[src/rtl/pmv_update_engine.sv]
// pmv_update_engine
//   Motion-vector predictor update engine. One sweep walks the NUM_ENT = 2*NUM_VEC
//   PMV components (even entry = horizontal, odd entry = vertical, entry>>1 = vector).
//   Each component is read from the PMV/delta RAMs, gets its decoded delta added, is
//   wrapped into the f_code range and is written back. The sweep handles one entry
//   per cycle.
//
// Ports
//   clock, resetn      rising-edge clock, synchronous active-low reset
//   start_i            begin a sweep (sampled only while idle)
//   pmv_clear_i        latched at start: use 0 as the predictor for every entry
//   field_i            latched at start: field-mode vertical scaling
//   vec_mask_i         latched at start: bit v set -> vector v is updated
//   f_codes_i          {f[0][0],f[0][1],f[1][0],f[1][1]}, read live during the sweep
//   rd_index_o         read address for the delta RAM and the PMV RAM
//   delta_i, pmv_i     RAM read data, one cycle after rd_index_o
//   wr_index_o, wr_data_o, wr_en_o   PMV RAM write port
//   busy_o             high whenever the engine is not idle
//   done_o             one-cycle pulse at the end of a sweep
//   err_o              sticky invalid-f_code flag, cleared by the next accepted start
//   dbg_state_o        current FSM state (0 idle, 1 run, 2 done)
//
// Handshake: start_i is a request that is accepted on any clock edge where the engine
// is idle (busy_o low); there is no acknowledge beyond busy_o rising in the following
// cycle. Requests while busy are dropped. done_o pulses in the last busy cycle, and a
// new request can be accepted in the cycle right after it.
module pmv_update_engine #(
    parameter int NUM_VEC = 4,
    parameter int MV_W    = 16,
    parameter int DELTA_W = 13,
    parameter int IDX_W   = 3
) (
    input  logic               clock,
    input  logic               resetn,
    input  logic               start_i,
    input  logic               pmv_clear_i,
    input  logic               field_i,
    input  logic [NUM_VEC-1:0] vec_mask_i,
    input  logic [15:0]        f_codes_i,
    output logic [IDX_W-1:0]   rd_index_o,
    input  logic [DELTA_W:0]   delta_i,
    input  logic [MV_W-1:0]    pmv_i,
    output logic [IDX_W-1:0]   wr_index_o,
    output logic [MV_W-1:0]    wr_data_o,
    output logic               wr_en_o,
    output logic               busy_o,
    output logic               done_o,
    output logic               err_o,
    output logic [1:0]         dbg_state_o
);

    localparam int NUM_ENT = 2 * NUM_VEC;
    localparam int CW      = IDX_W + 1;    // counter must reach NUM_ENT
    localparam int AW      = MV_W + 2;     // arithmetic width

    typedef enum logic [1:0] {
        S_IDLE = 2'd0,
        S_RUN  = 2'd1,
        S_DONE = 2'd2
    } state_t;

    state_t             state_q, state_d;
    logic [CW-1:0]      cnt_q;
    logic               clear_q, field_q, err_q;
    logic [NUM_VEC-1:0] mask_q;

    logic               start_acc;
    logic               proc_valid, upd, f_bad, err_set, scale;
    logic [CW-1:0]      ent_full;
    logic [IDX_W-1:0]   ent;
    logic               sel_s, sel_t;
    logic [3:0]         f_sel, shamt;

    logic signed [AW-1:0] base, pred, mag, delta_s;
    logic signed [AW-1:0] half, span, high, low, sum, sum_wrap, result;
    logic                 unused_bits;

    assign start_acc = (state_q == S_IDLE) && start_i;

    // ---------------- state register and captured controls ----------------
    always_ff @(posedge clock) begin
        if (!resetn) begin
            state_q <= S_IDLE;
            cnt_q   <= '0;
            clear_q <= 1'b0;
            field_q <= 1'b0;
            mask_q  <= '0;
            err_q   <= 1'b0;
        end else begin
            state_q <= state_d;
            if (start_acc) begin
                cnt_q   <= '0;
                clear_q <= pmv_clear_i;
                field_q <= field_i;
                mask_q  <= vec_mask_i;
                err_q   <= 1'b0;
            end else begin
                if (state_q == S_RUN) begin
                    cnt_q <= cnt_q + CW'(1);
                end
                if (err_set) begin
                    err_q <= 1'b1;
                end
            end
        end
    end

    // ---------------- next state ----------------
    always_comb begin
        state_d = state_q;
        case (state_q)
            S_IDLE:  if (start_i) state_d = S_RUN;
            S_RUN:   if (cnt_q == CW'(NUM_ENT)) state_d = S_DONE;
            S_DONE:  state_d = S_IDLE;
            default: state_d = S_IDLE;
        endcase
    end

    // Cycle c of the run reads entry c and processes entry c-1, whose RAM data
    // arrived this cycle. Cycle 0 only primes the read.
    assign proc_valid = (state_q == S_RUN) && (cnt_q != '0);
    assign ent_full   = cnt_q - CW'(1);
    assign ent        = ent_full[IDX_W-1:0];
    assign sel_t      = ent[0];
    assign sel_s      = (ent >= IDX_W'(NUM_VEC));
    assign upd        = proc_valid && mask_q[ent[IDX_W-1:1]];
    assign scale      = field_q && sel_t;

    always_comb begin
        f_sel = 4'd0;
        case ({sel_s, sel_t})
            2'b00:   f_sel = f_codes_i[15:12];
            2'b01:   f_sel = f_codes_i[11:8];
            2'b10:   f_sel = f_codes_i[7:4];
            default: f_sel = f_codes_i[3:0];
        endcase
    end

    assign f_bad   = (f_sel == 4'd0) || (f_sel > 4'd9);
    assign err_set = upd && f_bad;

    // ---------------- wrap arithmetic ----------------
    // With a legal delta the sum is at most one range outside [low, high], so a
    // single add/subtract of the range is enough. For an invalid f_code the shift
    // amount is meaningless, but the result is not used then.
    always_comb begin
        base     = clear_q ? '0 : AW'($signed(pmv_i));
        pred     = scale ? (base >>> 1) : base;
        mag      = AW'(delta_i[DELTA_W-1:0]);
        delta_s  = delta_i[DELTA_W] ? -mag : mag;
        shamt    = f_sel - 4'd1;
        half     = AW'(16) << shamt;
        span     = half << 1;
        high     = half - AW'(1);
        low      = -half;
        sum      = pred + delta_s;
        sum_wrap = sum;
        if (sum > high) begin
            sum_wrap = sum - span;
        end else if (sum < low) begin
            sum_wrap = sum + span;
        end
        result   = scale ? (sum_wrap <<< 1) : sum_wrap;
    end

    // ---------------- outputs ----------------
    always_comb begin
        rd_index_o = '0;
        if ((state_q == S_RUN) && (cnt_q < CW'(NUM_ENT))) begin
            rd_index_o = cnt_q[IDX_W-1:0];
        end
        wr_index_o = proc_valid ? ent : '0;
        wr_en_o    = upd;
        wr_data_o  = '0;
        if (upd) begin
            // An invalid f_code leaves the predictor as it was.
            wr_data_o = f_bad ? base[MV_W-1:0] : result[MV_W-1:0];
        end
    end

    assign busy_o      = (state_q != S_IDLE);
    assign done_o      = (state_q == S_DONE);
    assign err_o       = err_q;
    assign dbg_state_o = state_q;

    assign unused_bits = ^{ent_full[CW-1], result[AW-1:MV_W]};

endmodule

[config.mk]
export PLATFORM = sky130hd
export DESIGN_NAME = pmv_update_engine
export DESIGN_NICKNAME = d
export VERILOG_FILES = /design/src/rtl/pmv_update_engine.sv
export SDC_FILE = /design/constraint.sdc
export NUM_CORES = 1
export LEC_CHECK = 0
export CORE_ASPECT_RATIO = 0.6
export CORE_MARGIN = 10
export CORE_UTILIZATION = 45
export DETAILED_ROUTE_END_ITERATION = 10
export PLACE_DENSITY = 0.8
export RECOVER_POWER = 50
export SYNTH_ARGS = -nofsm -noshare
export SYNTH_HDL_FRONTEND = slang
export SYNTH_SLANG_ARGS = --single-unit
[constraint.sdc]
create_clock -name clock -period 9.75 [get_ports clock]
set_input_delay 0.975 -clock clock [delete_from_list [all_inputs] [get_ports clock]]
set_output_delay 0.975 -clock clock [all_outputs]
set_load 0.01 [all_outputs]
Word-level counts from Yosys, hierarchy flattened
Index checks and enable logic that the tools add are counted.

Output and inout bits: 28. Logic and storage cells: 60. Bits in registers: 13. Input port bits: 55.

Muxes and demuxes: 16. $lt $le $gt $ge: 6. Add/sub/neg operators: 9. Bitwise logic cells: 1. Shifts and indexed selects: 1. Equal/unequal tests: 7. Reductions and logical operators: 14.

Operators by type and width (count): two-way mux 16 bit (5); two-way mux 18 bit (2); adder 18 bit (1); > comparator 18 bit (1); < comparator 18 bit (1); negation 13 -> 18 bit (1); negation 18 bit (1); left shift 5 x 4 -> 18 bit (first input constant) (1); subtractor 18 x 2 -> 18 bit (second input constant) (1); two-way mux 17 bit (1); adder 16 bit (1); subtractor 16 bit (1); case mux 4 bit (3 select lines) (1); logical AND 1 bit (6); two-way mux 3 bit (2); adder 4 x 1 -> 4 bit (second input constant) (1); == test 2 x 1 -> 1 bit (second input constant) (2); == test 2 bit (second input constant) (2); == test 4 bit (second input constant) (1); > comparator 4 bit (second input constant) (1); logical NOT 2 bit (2); logical NOT 4 bit (1); < comparator 4 bit (second input constant) (1); two-way mux 2 bit (2); 14 further kinds (15).

Depth between registers and ports, before layout
Word-level depth: 13. Mapped depth: 27. Mapped depth without buffers: 27.

Worst setup path before layout
Ideal clock, no wire load.

Kind: input to output. Start: input delta_i[1]. End: output wr_data_o[10]. Required time: 8775 ps. Arrival: 6068 ps. Path buffers: 0. Stages on the path: 22. Path slack: 2707 ps. Cell sequence: inv_1 ha_1 nand2_1 or3_1 or3_1 o31ai_1 xnor2_1 ha_1 and2_1 and3_1 a211o_1 a311o_1 ha_1 a21o_1 a2111oi_4 o211ai_1 or3_2 a21oi_4 a221o_1 a22oi_1 mux2_4 a211oi_2.

Cells in the longest elaborated chain, start to end: 9. Elaborated cells on any way between the ends: 12. Those cells by class: add/sub (4); order compare (2); mux (6).

RTL lines: start, declared (RTL line 41) `input logic [DELTA_W:0] delta_i,`; negation 13 -> 18 bit (RTL line 150) `delta_s = delta_i[DELTA_W] ? -mag : mag;`; two-way mux 18 bit * (RTL line 150); adder 18 bit * (RTL line 156) `sum = pred + delta_s;`; adder 16 bit / < comparator 18 bit (equally long branches) (RTL line 161, 160); two-way mux 16 bit (RTL line 160) `end else if (sum < low) begin`; two-way mux 16 bit * (RTL line 158) `if (sum > high) begin`; two-way mux 16 bit * (RTL line 163) `result = scale ? (sum_wrap <<< 1) : sum_wrap;`; two-way mux 16 bit * (RTL line 177) `wr_data_o = f_bad ? base[MV_W-1:0] : result[MV_W-1:0];`; two-way mux 16 bit * (RTL line 175) `if (upd) begin`; end, declared (RTL line 44) `output logic [MV_W-1:0] wr_data_o,`.

Mark *: on every way between the ends. The rest lies on a longest branch, timed or not.

Worst setup path in the final report
Start: input delta_i[0]. End: output wr_data_o[10].

The elaborated chain is that of the path after synthesis.

==> key figures <==
Flow run
  – Maximum Capacitance Violations: 0

Global routing
  – Total grt overflow: 0
  – Total track usage: 19.9%
  – Vias in the first global route: 4888
  – First-pass GRT wire length: 24700 um
  – Antenna violations before repair: 0
  – Pin count of the biggest net entering global routing: 33

Worst setup path
  – Critical Path AT: 7.76 ns
  – Kind of critical path: in2out
  – Worst Setup End Kind: output pin
  – Worst EP required: 8.78 ns
  – Critical-path maximum fanout: 5
  – Worst Setup Start Kind: input port
  – Reg2Reg Depth: 9

Cells and area
  – Share of post-route cells with drive strength above 1: 6.40%
  – Commonest non-fill, non-tap cell in the layout: nand2_1
  – Multi-input gate area: 0.00405 mm2
  – Total Nets Final: 847
  – Register Area: 260 um2
  – Finished Cell Area: 0.00559 mm2
  – Commonest non-fill, non-tap cells in the layout: nand2_1, clkdlybuf4s50_1, ha_1
  – Fill cell count: 928
  – Final Util: 56.4%
  – N_diodes: 0
  – Synthesis-to-layout area growth: 21.3%

Timing
  – Max-slew violations: 0
  – Worst Tran Pin Value: 0.831 ns
  – Endpoints failing setup: 0
  – Relative slew slack: 44.2%
  – Final worst path period share: 89.5%
  – Fin. Hold Viols: 0
  – RSZ-0062 raised after global routing: false
  – Skew final: 0.00584 ns
  – Fin crit period: 8.73 ns
  – Fin Setup TNS: 0 ns
  – Max Clk Rate: 115 MHz

Detailed routing
  – First-pass DRT Iterations: 5
  – Routed vias: 5160
  – WL final: 15700 um
  – # DRC: 0
  – Via/cell ratio: 6.04
  – Detail Route Antenna Nets: 0
  – Routed wire per std cell: 18.4 um
  – Starting DRC count in detailed routing: 472

Clock tree
  – CTS buffer count: 3
  – CTS Sinks: 13
  – Clock root cell: clkbuf_16
  – Clock buffer depth: 2
  – Setup bufs post-CTS: 0
  – Reg clk slew, reported paths: 0.05 ns
  – Post-cts gate resize count: 0
  – CTS tree: built
  – Clk_lat worst skew: 0.25 ns
  – Hold_buf cts: 0
  – Htree depth: 1

Yosys
  – Post-synthesis sequential area ratio: 5.64%
  – Synth async-reset ratio: 0%
  – Synth Area per Inst: 7.05 um2
  – Top cells by area, synth: ha_1, nand2_1, dfxtp_1
  – Number of synthesized flops with an enable pin: 0
  – Cells after synthesis: 654
  – Seq cells post-synth: 13
  – Netlist cell types: 78
  – Post-Synthesis Cell Area: 0.00461 mm2
  – Synth area leader: ha_1
  – Top cell type's share of synthesized area: 19.0%
  – Syn_nets: 781
  – Synth warnings: 0
  – Ys flop type: dfxtp_1

Floorplan
  – Die Span Y: 98.4 um
  – Die width: 151 um
  – # IOs: 83
  – Initial cell density of the core: 46.5%
  – FP Rows: 28
  – Die area: 0.0148 mm2
  – Placeable Area: 0.00991 mm2

Pwr
  – LEAKAGE: 0.00245 uW
  – Pwr/cell area: 173 mW/mm2
  – Worst IR Drop VDD: 0.0000919 V

Min path
  – Worst Hold Depth: 2
  – Hold Path Class: reg2reg

Placed design
  – Post-Place Cell Area: 0.00551 mm2
  – GPL Wtd Cong: 0.938
  – IO Port Bufs: 82
  – Hpwl dp: 13000 um

Status
  – Status: finished, final reports clean
## cells by family (layout without fill, tap and decap cells)
group	Yosys count	count (layout)	share of synthesized area [%]
buffers and inverters	76	141	6.67
multiplexers	16	16	4.99
XOR/XNOR	30	30	6.10
AO/OA/AOI/OAI	193	193	29.4
adder cells (fa/ha/maj)	72	72	19.9
flip-flops	13	13	5.64
AND/OR/NAND/NOR	254	254	27.3
## cells in the mapped netlist (3+ instances only)
library cell / number
a31oi_1: 8
a211o_1: 3
xor2_1: 10
nand3b_1: 3
o41ai_1: 4
a22oi_1: 6
o21bai_1: 9
a2111oi_0: 5
nand4_1: 3
a21o_1: 5
nand2b_1: 20
a221oi_1: 4
nand2_1: 78
o31a_1: 6
nand3_1: 8
inv_1: 52
mux2i_1: 8
buf_4: 3
nor2_1: 58
or3_1: 8
o22ai_1: 7
a211oi_1: 6
ha_1: 70
and2_1: 3
and3_1: 3
o221a_2: 3
o21ai_0: 42
nor2b_1: 28
o31ai_1: 6
clkbuf_1: 15
o221ai_1: 5
nor4_1: 4
o211ai_1: 5
a21oi_1: 41
mux4_2: 5
buf_2: 3
xnor2_1: 19
dfxtp_1: 13
nor3_1: 16
or2_2: 7
a311oi_1: 4
## power by group
group	internal, uW	switching (uW)	total [uW]
clock	55.2	23.7	78.9
combinational	328	499	827
sequential	55.6	3.91	59.5
## metal layers
layer,up-vias,routed length (um),share of wire (%),GRT usage [%]
li1,2505,-,-,-
met2,237,6550,42,30.8
met1,2407,7570,48,29.2
met5,-,0,0,0
met3,11,1470,9.4,2.37
met4,0,113,0.72,2.87
## metrics by stage
stage	cells	power [uW]	setup WS, ns	hold WS (ns)
after floorplan	654	667	2.71	0.455
after global placement	850	851	1.23	0.468
after detailed placement	850	863	1.08	0.495
after CTS	854	945	1.08	0.506
after global routing	854	1060	0.651	0.530
final	854	966	1.02	0.504
## path summary, 6_finish.rpt
path	end	slack, ns	startpoint
worst max-delay path	wr_data_o[10]	1.02	delta_i[0]
worst min-delay path	mask_q[3]	0.50	mask_q[3]
worst max register to register	err_o	6.34	cnt_q[0]
worst min register to register	mask_q[3]	0.50	mask_q[3]
## flip-flops by register name (all words and copies together) (netlist names)
signal,cells
cnt_q,4
err_o,1
dbg_state_o,2
mask_q,4
field_q,1
clear_q,1
## area by class of cell
| class | count | area share, % |
|---|---|---|
| Clock buffer | 4 | 1.41 |
| Inverter | 52 | 3.49 |
| Multi-Input combinational cell | 565 | 72.3 |
| Sequential cell | 13 | 4.65 |
| Tap cell | 135 | 3.02 |
| Timing Repair Buffer | 85 | 15.1 |
## worst max-delay path, cell delays in order
cell             delay (ns)
clkdlybuf4s50_1        0.48
inv_1                  0.09
ha_1                   0.15
nand2_1                0.06
or3_1                  0.34
or3_1                  0.40
o31ai_1                0.26
xnor2_1                0.16
ha_1                   0.28
a21oi_1                0.26
o21ai_0                0.21
a211o_1                0.32
a311o_1                0.41
ha_1                   0.34
a21o_1                 0.22
a2111oi_4              0.37
o211ai_1               0.17
or3_2                  0.51
a21oi_1                0.42
a22oi_1                0.19
mux2_4                 0.33
a211oi_2               0.22
clkdlybuf4s50_1        0.58
(Power assumes the default switching activity.)
